## src/rtl/ulpi_phy_emu.sv

```systemverilog
// ulpi_phy_emu: PHY-side ULPI endpoint for exercising a link controller in FPGA.
// Accepts link transmits (TXCMD + payload) onto a byte stream. Turns an RX byte
// stream and a latched RX CMD into PHY-originated bus traffic, with turnaround.
// Optional feature macro: ULPI_PHY_TIMEOUT_EN compiles in the link transmit
// timeout counter. Without it, tx_timeout is tied low.
module ulpi_phy_emu #(
  parameter int TX_TIMEOUT = 255
) (
  input  logic       clk,
  input  logic       reset_n,
  output logic       ulpi_dir,
  output logic       ulpi_nxt,
  input  logic       ulpi_stp,
  input  logic [7:0] ulpi_data_i,
  output logic [7:0] ulpi_data_o,
  output logic       ulpi_data_oe,
  output logic [7:0] txd_data,
  output logic       txd_valid,
  output logic       txd_first,
  output logic       txd_end,
  output logic       txd_abort,
  input  logic       txd_hold,
  input  logic [7:0] rxd_data,
  input  logic       rxd_valid,
  input  logic       rxd_last,
  output logic       rxd_ready,
  input  logic [7:0] rxcmd_data,
  input  logic       rxcmd_strobe,
  output logic       rxcmd_busy,
  output logic       tx_timeout
);

  typedef enum logic [2:0] {
    IDLE, LINK_TX, TURN_OUT, RX_DATA, RX_CMD, TURN_IN
  } state_t;

  state_t     state, state_next;
  logic       tx_nxt;       // registered throttle, only driven onto the bus in LINK_TX
  logic [7:0] rxcmd_q;      // last accepted RX CMD, kept as the gap filler
  logic       rxcmd_clear;  // the pending RX CMD has been put on the bus

  if (TX_TIMEOUT < 1) begin : g_bad_timeout
    $error("ulpi_phy_emu: TX_TIMEOUT must be at least 1");
  end

  // State register; reset drops the bus back to the link immediately.
  always_ff @(posedge clk or negedge reset_n) begin
    if (!reset_n) state <= IDLE;
    else          state <= state_next;  // NOTE: non-blocking for every flop so all registers update from pre-edge values.
  end

  // Next-state and bus outputs; RX-side outputs follow the RX inputs combinationally.
  always_comb begin
    // NOTE: every output gets a default first so no path can infer a latch.
    state_next   = state;
    ulpi_dir     = 1'b0;
    ulpi_nxt     = 1'b0;
    ulpi_data_o  = 8'h00;
    ulpi_data_oe = 1'b0;
    rxd_ready    = 1'b0;
    rxcmd_clear  = 1'b0;
    unique case (state)
      IDLE: begin
        // The PHY wins a same-cycle collision with a link TXCMD.
        if (rxd_valid || rxcmd_busy)  state_next = TURN_OUT;
        else if (ulpi_data_i != 8'h00) state_next = LINK_TX;
      end
      LINK_TX: begin
        ulpi_nxt = tx_nxt;
        if (ulpi_stp) state_next = IDLE;
      end
      TURN_OUT: begin
        ulpi_dir   = 1'b1;
        ulpi_nxt   = rxd_valid;  // RxActive start when a packet is waiting
        state_next = rxd_valid ? RX_DATA : RX_CMD;
      end
      RX_DATA: begin
        ulpi_dir     = 1'b1;
        ulpi_data_oe = 1'b1;
        if (rxd_valid) begin
          ulpi_data_o = rxd_data;
          ulpi_nxt    = 1'b1;
          rxd_ready   = 1'b1;
          if (rxd_last) state_next = TURN_IN;
        end else begin
          // Gap: report line state with RxActive still set.
          ulpi_data_o = rxcmd_q | 8'h10;
          rxcmd_clear = 1'b1;
        end
      end
      RX_CMD: begin
        ulpi_dir     = 1'b1;
        ulpi_data_oe = 1'b1;
        ulpi_data_o  = rxcmd_q;
        rxcmd_clear  = 1'b1;
        state_next   = TURN_IN;
      end
      TURN_IN: state_next = IDLE;
      default: state_next = IDLE;
    endcase
  end

  // Link transmit capture: TXCMD from IDLE, payload on nxt, end/abort on stp.
  always_ff @(posedge clk or negedge reset_n) begin
    if (!reset_n) begin
      tx_nxt    <= 1'b0;
      txd_data  <= 8'h00;
      txd_valid <= 1'b0;
      txd_first <= 1'b0;
      txd_end   <= 1'b0;
      txd_abort <= 1'b0;
    end else begin
      txd_valid <= 1'b0;
      txd_first <= 1'b0;
      txd_end   <= 1'b0;
      txd_abort <= 1'b0;
      tx_nxt    <= (state_next == LINK_TX) && !txd_hold;
      if (state == IDLE && state_next == LINK_TX) begin
        txd_data  <= ulpi_data_i;
        txd_valid <= 1'b1;
        txd_first <= 1'b1;
      end else if (state == LINK_TX) begin
        if (ulpi_stp) begin
          // A byte offered together with stp is not transferred.
          txd_end   <= 1'b1;
          txd_abort <= (ulpi_data_i == 8'hFF);
        end else if (tx_nxt) begin
          txd_data  <= ulpi_data_i;
          txd_valid <= 1'b1;
        end
      end
    end
  end

  // RX CMD latch: one pending request at a time; value survives being sent.
  always_ff @(posedge clk or negedge reset_n) begin
    if (!reset_n) begin
      rxcmd_q    <= 8'h00;
      rxcmd_busy <= 1'b0;
    end else if (rxcmd_strobe && !rxcmd_busy) begin
      rxcmd_q    <= rxcmd_data;
      rxcmd_busy <= 1'b1;
    end else if (rxcmd_clear) begin
      rxcmd_busy <= 1'b0;
    end
  end

`ifdef ULPI_PHY_TIMEOUT_EN
  localparam int CW = $clog2(TX_TIMEOUT + 1);
  logic [CW-1:0] tx_count;

  // Saturating LINK_TX cycle counter; pulses once on reaching TX_TIMEOUT.
  always_ff @(posedge clk or negedge reset_n) begin
    if (!reset_n) begin
      tx_count   <= '0;
      tx_timeout <= 1'b0;
    end else begin
      tx_timeout <= 1'b0;
      if (state != LINK_TX) begin
        tx_count <= '0;
      end else if (tx_count != CW'(TX_TIMEOUT)) begin
        tx_count   <= tx_count + CW'(1);
        tx_timeout <= (tx_count == CW'(TX_TIMEOUT - 1));
      end
    end
  end
`else
  assign tx_timeout = 1'b0;
`endif

endmodule

```

## config.mk

```make
export PLATFORM = sky130hd
export DESIGN_NAME = ulpi_phy_emu
export DESIGN_NICKNAME = d
export VERILOG_FILES = /design/src/rtl/ulpi_phy_emu.sv
export SDC_FILE = /design/constraint.sdc
export NUM_CORES = 1
export LEC_CHECK = 0
export ABC_AREA = 0
export BUFFER_PORTS_ARGS = -buffer_cell sky130_fd_sc_hd__buf_2
export CORE_MARGIN = 10
export CORE_UTILIZATION = 48
export CTS_CLUSTER_DIAMETER = 200
export DETAILED_ROUTE_END_ITERATION = 16
export GPL_TIMING_DRIVEN = 0
export PLACE_DENSITY = 0.83
export RECOVER_POWER = 25
export SKIP_LAST_GASP = 1
export SYNTH_ARGS = -nofsm -noshare
export SYNTH_HDL_FRONTEND = slang
export SYNTH_SLANG_ARGS = --single-unit
```

## constraint.sdc

```tcl
create_clock -name clk -period 4.4 [get_ports clk]
set_input_delay 0 -clock clk [delete_from_list [all_inputs] [get_ports clk]]
set_output_delay 0 -clock clk [all_outputs]
set_load 0.03 [all_outputs]
```

Word level (Yosys, flattened, before mapping)
Index checks and enable logic that the tools add are counted.
- bits in registers: 25
- bits of input ports: 31
- output and inout port bits: 26
- logic and storage cells: 63
- equal/unequal tests: 7
- muxes and demuxes: 33
- reduce and logical (&&, ||, !) cells: 14
- operators with widths (cell ; count):
    $mux 8 ; 5
    $mux 1 ; 18
    $mux 3 ; 6
    $pmux 8 s2 ; 1
    $pmux 3 s5 ; 1
    $eq 8x8->1 const B ; 1
    $reduce_bool 8->1 ; 1
    $eq 3x1->1 const B ; 2
    $eq 3x2->1 const B ; 2
    $reduce_bool 2->1 ; 3
    $eq 3x3->1 const B ; 1
    $logic_and 1x1->1 ; 3
    $logic_not 3->1 ; 1
    $pmux 1 s3 ; 1
    $reduce_and 3->1 ; 1
    $reduce_or 3->1 ; 1
    $logic_not 1->1 ; 2
    $ne 2x1->1 const B ; 1
    $pmux 1 s2 ; 1
    $reduce_or 2->1 ; 1
    $logic_or 1x1->1 ; 1

Depth between registers and ports, before layout
- word-level depth: 8
- gate-level depth with buffers: 5
- depth with buffers taken out: 3

Worst setup path after synthesis
No wires, ideal clock.
- path type: flip-flop to output port
- start point: reg state[2]
- end point: out ulpi_data_o[0]
- arrival time: 1.844 ns
- path slack: 2.556 ns
- stages on the path, launching flop included: 5
- path buffers: 1
- cells stage by stage: dfrtp_1 clkbuf_1 nand3b_1 nor2_1 a22o_1
- word-level cells in the longest chain between the ends: 2
- elaborated cells between the ends (all ways): 3
- RTL lines (element ; RTL line ; source):
    from (decl) ; 37 ; state_t state, state_next;
    from (signal assigned) ; 49 ; else state <= state_next;
    $eq 3x3->1 or $eq 3x2->1 (tied branches) ; 62 ; unique case (state)
    $pmux 8 s2 * ; 62 ;
    to (decl) ; 15 ; output logic [7:0] ulpi_data_o,
Mark *: on every way between the ends. The rest lies on a longest branch, timed or not.

Final worst setup path
- start point: reg state[2]
- end point: out ulpi_data_o[2]
The elaborated chain is that of the path after synthesis.

==> run summary <==
The run finished with clean final reports. The number of pins exceeding their max-slew limit in the final report came out at 0. The number of nets in the final layout is about 220.

The number of levels the H-tree was split into is 1. The commonest cells after synthesis are sky130_fd_sc_hd__dfrtp_1 (25), sky130_fd_sc_hd__a32o_1 (8), sky130_fd_sc_hd__a22o_1 (7), sky130_fd_sc_hd__mux2_2 (7). The count of buffers from port buffering came out at 55. The area inside the core boundary came out at 0.00225 mm2. The slew at the pin closest to its max-slew limit is 1320 ps.

The number of buffers created by CTS is 3. The deepest clock path buffer count came out at 2. The share of synthesized flip-flops with an asynchronous set or reset came out at 1.00.

The number of max-cap violations is 0. In this run the power density over the cells is approximately 650 mW/mm2. The vias per cell is ~5.4. For this configuration, the core starts out at a cell density of 0.518. The via count of the first global-routing pass came to around 1,200. The number of inserted diodes came out at 0. Once detailed placement completed, the half-perimeter wirelength came to about 2500 um. The count of standard-cell rows is 17. The count of flip-flops with a built-in enable after synthesis came out at 0. The detailed-route wire length is about 3500 um. The count of state elements after synthesis is 25. Ranked by total cell area, the synthesized netlist is headed by sky130_fd_sc_hd__dfrtp_1 (54%), sky130_fd_sc_hd__a32o_1 (6.9%), sky130_fd_sc_hd__mux2_2 (6.8%).

Dividing the detail-routed wire length by the instance count gives approximately 17 um. The number of hold violations in the final report is 0. After the first detailed-routing iteration, the DRC count stood at a little under 90. After global routing the overflow that remains totals 0.

The area fraction of the dominant cell type after synthesis is 0.536. The number of remaining DRC errors is 0. The worst endpoint required time came out at roughly 4400 ps. The die extent in y is a little under 70 um. The number of nets handed over by synthesis was around 140. The combinational group share of total power is 0.566. CTS saw 25 sinks.

The die boundary width came out at just under 70 um. Once detail routing completed, the nets flagged for antenna violations numbered 0. In the synthesized netlist the dominant register cell turns out to be sky130_fd_sc_hd__dfrtp_1. The insertion delay to the later sink of the worst-skew pair came out at about 310 ps. The die area came out at about 0.0048 mm2.

The maximum number of pins on one net before global-route repair came out at 26. The total via count after detailed routing is ~1,100. The first detailed-routing pass took 4 iterations. The number of antenna violations at the first check in global routing came out at 0. The root buffer cell chosen for the clock tree is sky130_fd_sc_hd__clkbuf_4.

Post-CTS timing repair inserted 0 buffers for setup. The cell area after technology mapping is 0.00117 mm2. The aggregate negative setup slack is 0 ps. TritonCTS built the clock tree. The mean area per synthesized cell is 11.1 um2.

The leakage power came out at 0.000864 uW. The number of different library cells in the post-synthesis netlist is 33. STA puts the critical path data arrival time at 2240 ps. The largest registers in the layout are rxcmd_q (8), txd_data (8), state (3). The worst setup path is launched from a flop. The signed area change from the synthesized netlist to the final layout came out at 46.7%.

The share of total power dissipated in sequential elements is 0.342. The share of layout cells above drive strength 1 came out at 0.378. Setup repair after global routing left no endpoint under its margin. The setup path with the least slack is of type reg -> out. The wire length of the first global-routing pass came out at 5730 um. Of the total power, the share spent switching nets is 0.465.

The congestion estimate from routability-driven global placement came to 0.774. The peak supply drop came out at just over 400 uV. The power spent charging and discharging nets is between 500 and 600 uW. The synthesized design spends more area on one cell type than any other, namely sky130_fd_sc_hd__dfrtp_1. The total internal power is between 500 and 600 uW. The part of the power in the clock network came out at 0.091. Clock-pin slew was measured on the worst setup and hold paths at between 100 and 150 ps. The routed design could run at a clock period as short as ~2200 ps. Along the worst path, the maximum fanout reaches 10.

Of the synthesized area, sequential elements account for 0.536. The synthesized netlist cell count came out at 105. Post-CTS repair changed the size of 0 cells. The headroom to the max-slew limit came out at 0.117. The number of placed I/O pins is 57. The number of fill cells in the layout came out at around 160. Among all cell types in the netlist, the one instantiated most often is sky130_fd_sc_hd__dfrtp_1. The number of synthesis warnings came out at 0. The post-layout total power came out at about 1100 uW. The overall global routing resource usage is 0.142. Clock skew on the completed layout was measured at approximately 2.6 ps. The endpoint type of the worst setup path is an output port. The share of the cycle needed by the critical path after routing is 0.508. The final number of setup-violating endpoints is 0. The class of the tightest hold or removal check is in -> reg. Derived from the worst setup path, the maximum achievable clock frequency is 447 MHz.
[critical path, cell delays in order (launching register included)]
cell and delay, ps:
sky130_fd_sc_hd__dfrtp_1 380, sky130_fd_sc_hd__clkbuf_1 310, sky130_fd_sc_hd__or3b_2 470, sky130_fd_sc_hd__clkbuf_1 190
sky130_fd_sc_hd__o21ai_2 180, sky130_fd_sc_hd__a22o_1 190, sky130_fd_sc_hd__buf_2 200
[cell families after synthesis]
logic type             Yosys count  synth area share
other                            1           0.00321
muxes                            7            0.0675
DFF                             25             0.536
AOI/OAI and AO/OA               28             0.195
buffers and inverters           14            0.0547
and+or+nand+nor                 30             0.144
[placed cells by master (no fill, tap or decap)]
cell,synthesis,final
sky130_fd_sc_hd__or3_1,1,1
sky130_fd_sc_hd__conb_1,1,1
sky130_fd_sc_hd__o211ai_1,1,1
sky130_fd_sc_hd__a21oi_1,2,2
sky130_fd_sc_hd__o21ai_2,1,1
sky130_fd_sc_hd__nor3_1,2,2
sky130_fd_sc_hd__mux2_2,7,7
sky130_fd_sc_hd__o21bai_1,1,1
sky130_fd_sc_hd__nand2_1,5,5
sky130_fd_sc_hd__nand3_1,3,3
sky130_fd_sc_hd__nand2b_1,1,1
sky130_fd_sc_hd__or2_2,2,2
sky130_fd_sc_hd__buf_2,0,54
sky130_fd_sc_hd__a32o_1,8,8
sky130_fd_sc_hd__o32a_1,1,1
sky130_fd_sc_hd__nand4bb_1,1,1
sky130_fd_sc_hd__clkbuf_1,6,8
sky130_fd_sc_hd__and2_1,1,1
sky130_fd_sc_hd__nor2b_1,1,1
sky130_fd_sc_hd__inv_1,6,6
sky130_fd_sc_hd__buf_4,1,1
sky130_fd_sc_hd__dfrtp_1,25,25
sky130_fd_sc_hd__or3b_2,1,1
sky130_fd_sc_hd__o21ai_0,3,3
sky130_fd_sc_hd__nand3b_1,2,2
sky130_fd_sc_hd__o22ai_1,2,2
sky130_fd_sc_hd__a31oi_1,1,1
sky130_fd_sc_hd__nand4_1,2,2
sky130_fd_sc_hd__dlygate4sd3_1,0,21
sky130_fd_sc_hd__buf_6,1,1
sky130_fd_sc_hd__nor2_1,5,5
sky130_fd_sc_hd__nor4_1,2,2
sky130_fd_sc_hd__or4_1,1,1
sky130_fd_sc_hd__a211o_1,1,1
sky130_fd_sc_hd__clkbuf_4,0,3
sky130_fd_sc_hd__a22o_1,7,7
[timing repair]
item                                    4_1_cts  5_1_grt
hold endpoints to repair                     44        0
hold buffers                                 21        0
endpoints found under the setup margin        0        0
[layout make-up]
| class | count | area (um2) | area share |
|---|---|---|---|
| plain buffers | 8 | 41.3 | 0.0241 |
| clock buffers | 4 | 26.3 | 0.0153 |
| inverters | 6 | 22.5 | 0.0131 |
| multi-input cells | 66 | 478 | 0.279 |
| flip-flops and latches | 25 | 626 | 0.365 |
| well taps | 28 | 35.0 | 0.0205 |
| repair buffers | 76 | 484 | 0.283 |
[per-layer routing]
| layer | GRT usage | part of all wire | vias up |
|---|---|---|---|
| li1 | - | - | 553 |
| met1 | 0.152 | 0.39 | 557 |
| met2 | 0.267 | 0.56 | 27 |
| met3 | 0.0243 | 0.037 | 6 |
| met4 | 0.0532 | 0.018 | 0 |
| met5 | 0 | 0 | - |
[final timing paths]
check	startpoint	endpoint	slack, ps	cells after the start
max	state[2]	ulpi_data_o[2]	2160	6
min	rxd_last	state[1]	70	4
max reg2reg	state[1]	txd_data[1]	2610	5
min reg2reg	rxcmd_q[1]	rxcmd_q[1]	530	1
max in group asynchronous	reset_n	txd_data[2]	3140	2
min in group asynchronous	reset_n	rxcmd_q[4]	490	2
[per-stage QoR]
step	hold slack, ps	worst slack, ps	util	area, um2	std cells
after floorplan	-296	2560	-	1170	105
after global placement	6.78	2560	0.655	1480	188
after detailed placement	21.4	2520	0.655	1480	188
after CTS	55.0	2150	0.760	1710	213
after global routing	61.9	2000	0.760	1710	213
final	66.5	2160	0.760	1710	213
[power groups by stage]
| stage | sequential, uW | combinational, uW | clock, uW |
|---|---|---|---|
| 3_5_place_dp | 384 | 618 | 0 |
| 6_report | 381 | 630 | 101 |
| 3_3_place_gp | 381 | 602 | 0 |
| 4_1_cts | 378 | 633 | 102 |
| 5_1_grt | 394 | 674 | 116 |
| 2_1_floorplan | 466 | 356 | 0 |
Note: power is estimated with default switching activity, not from simulation.
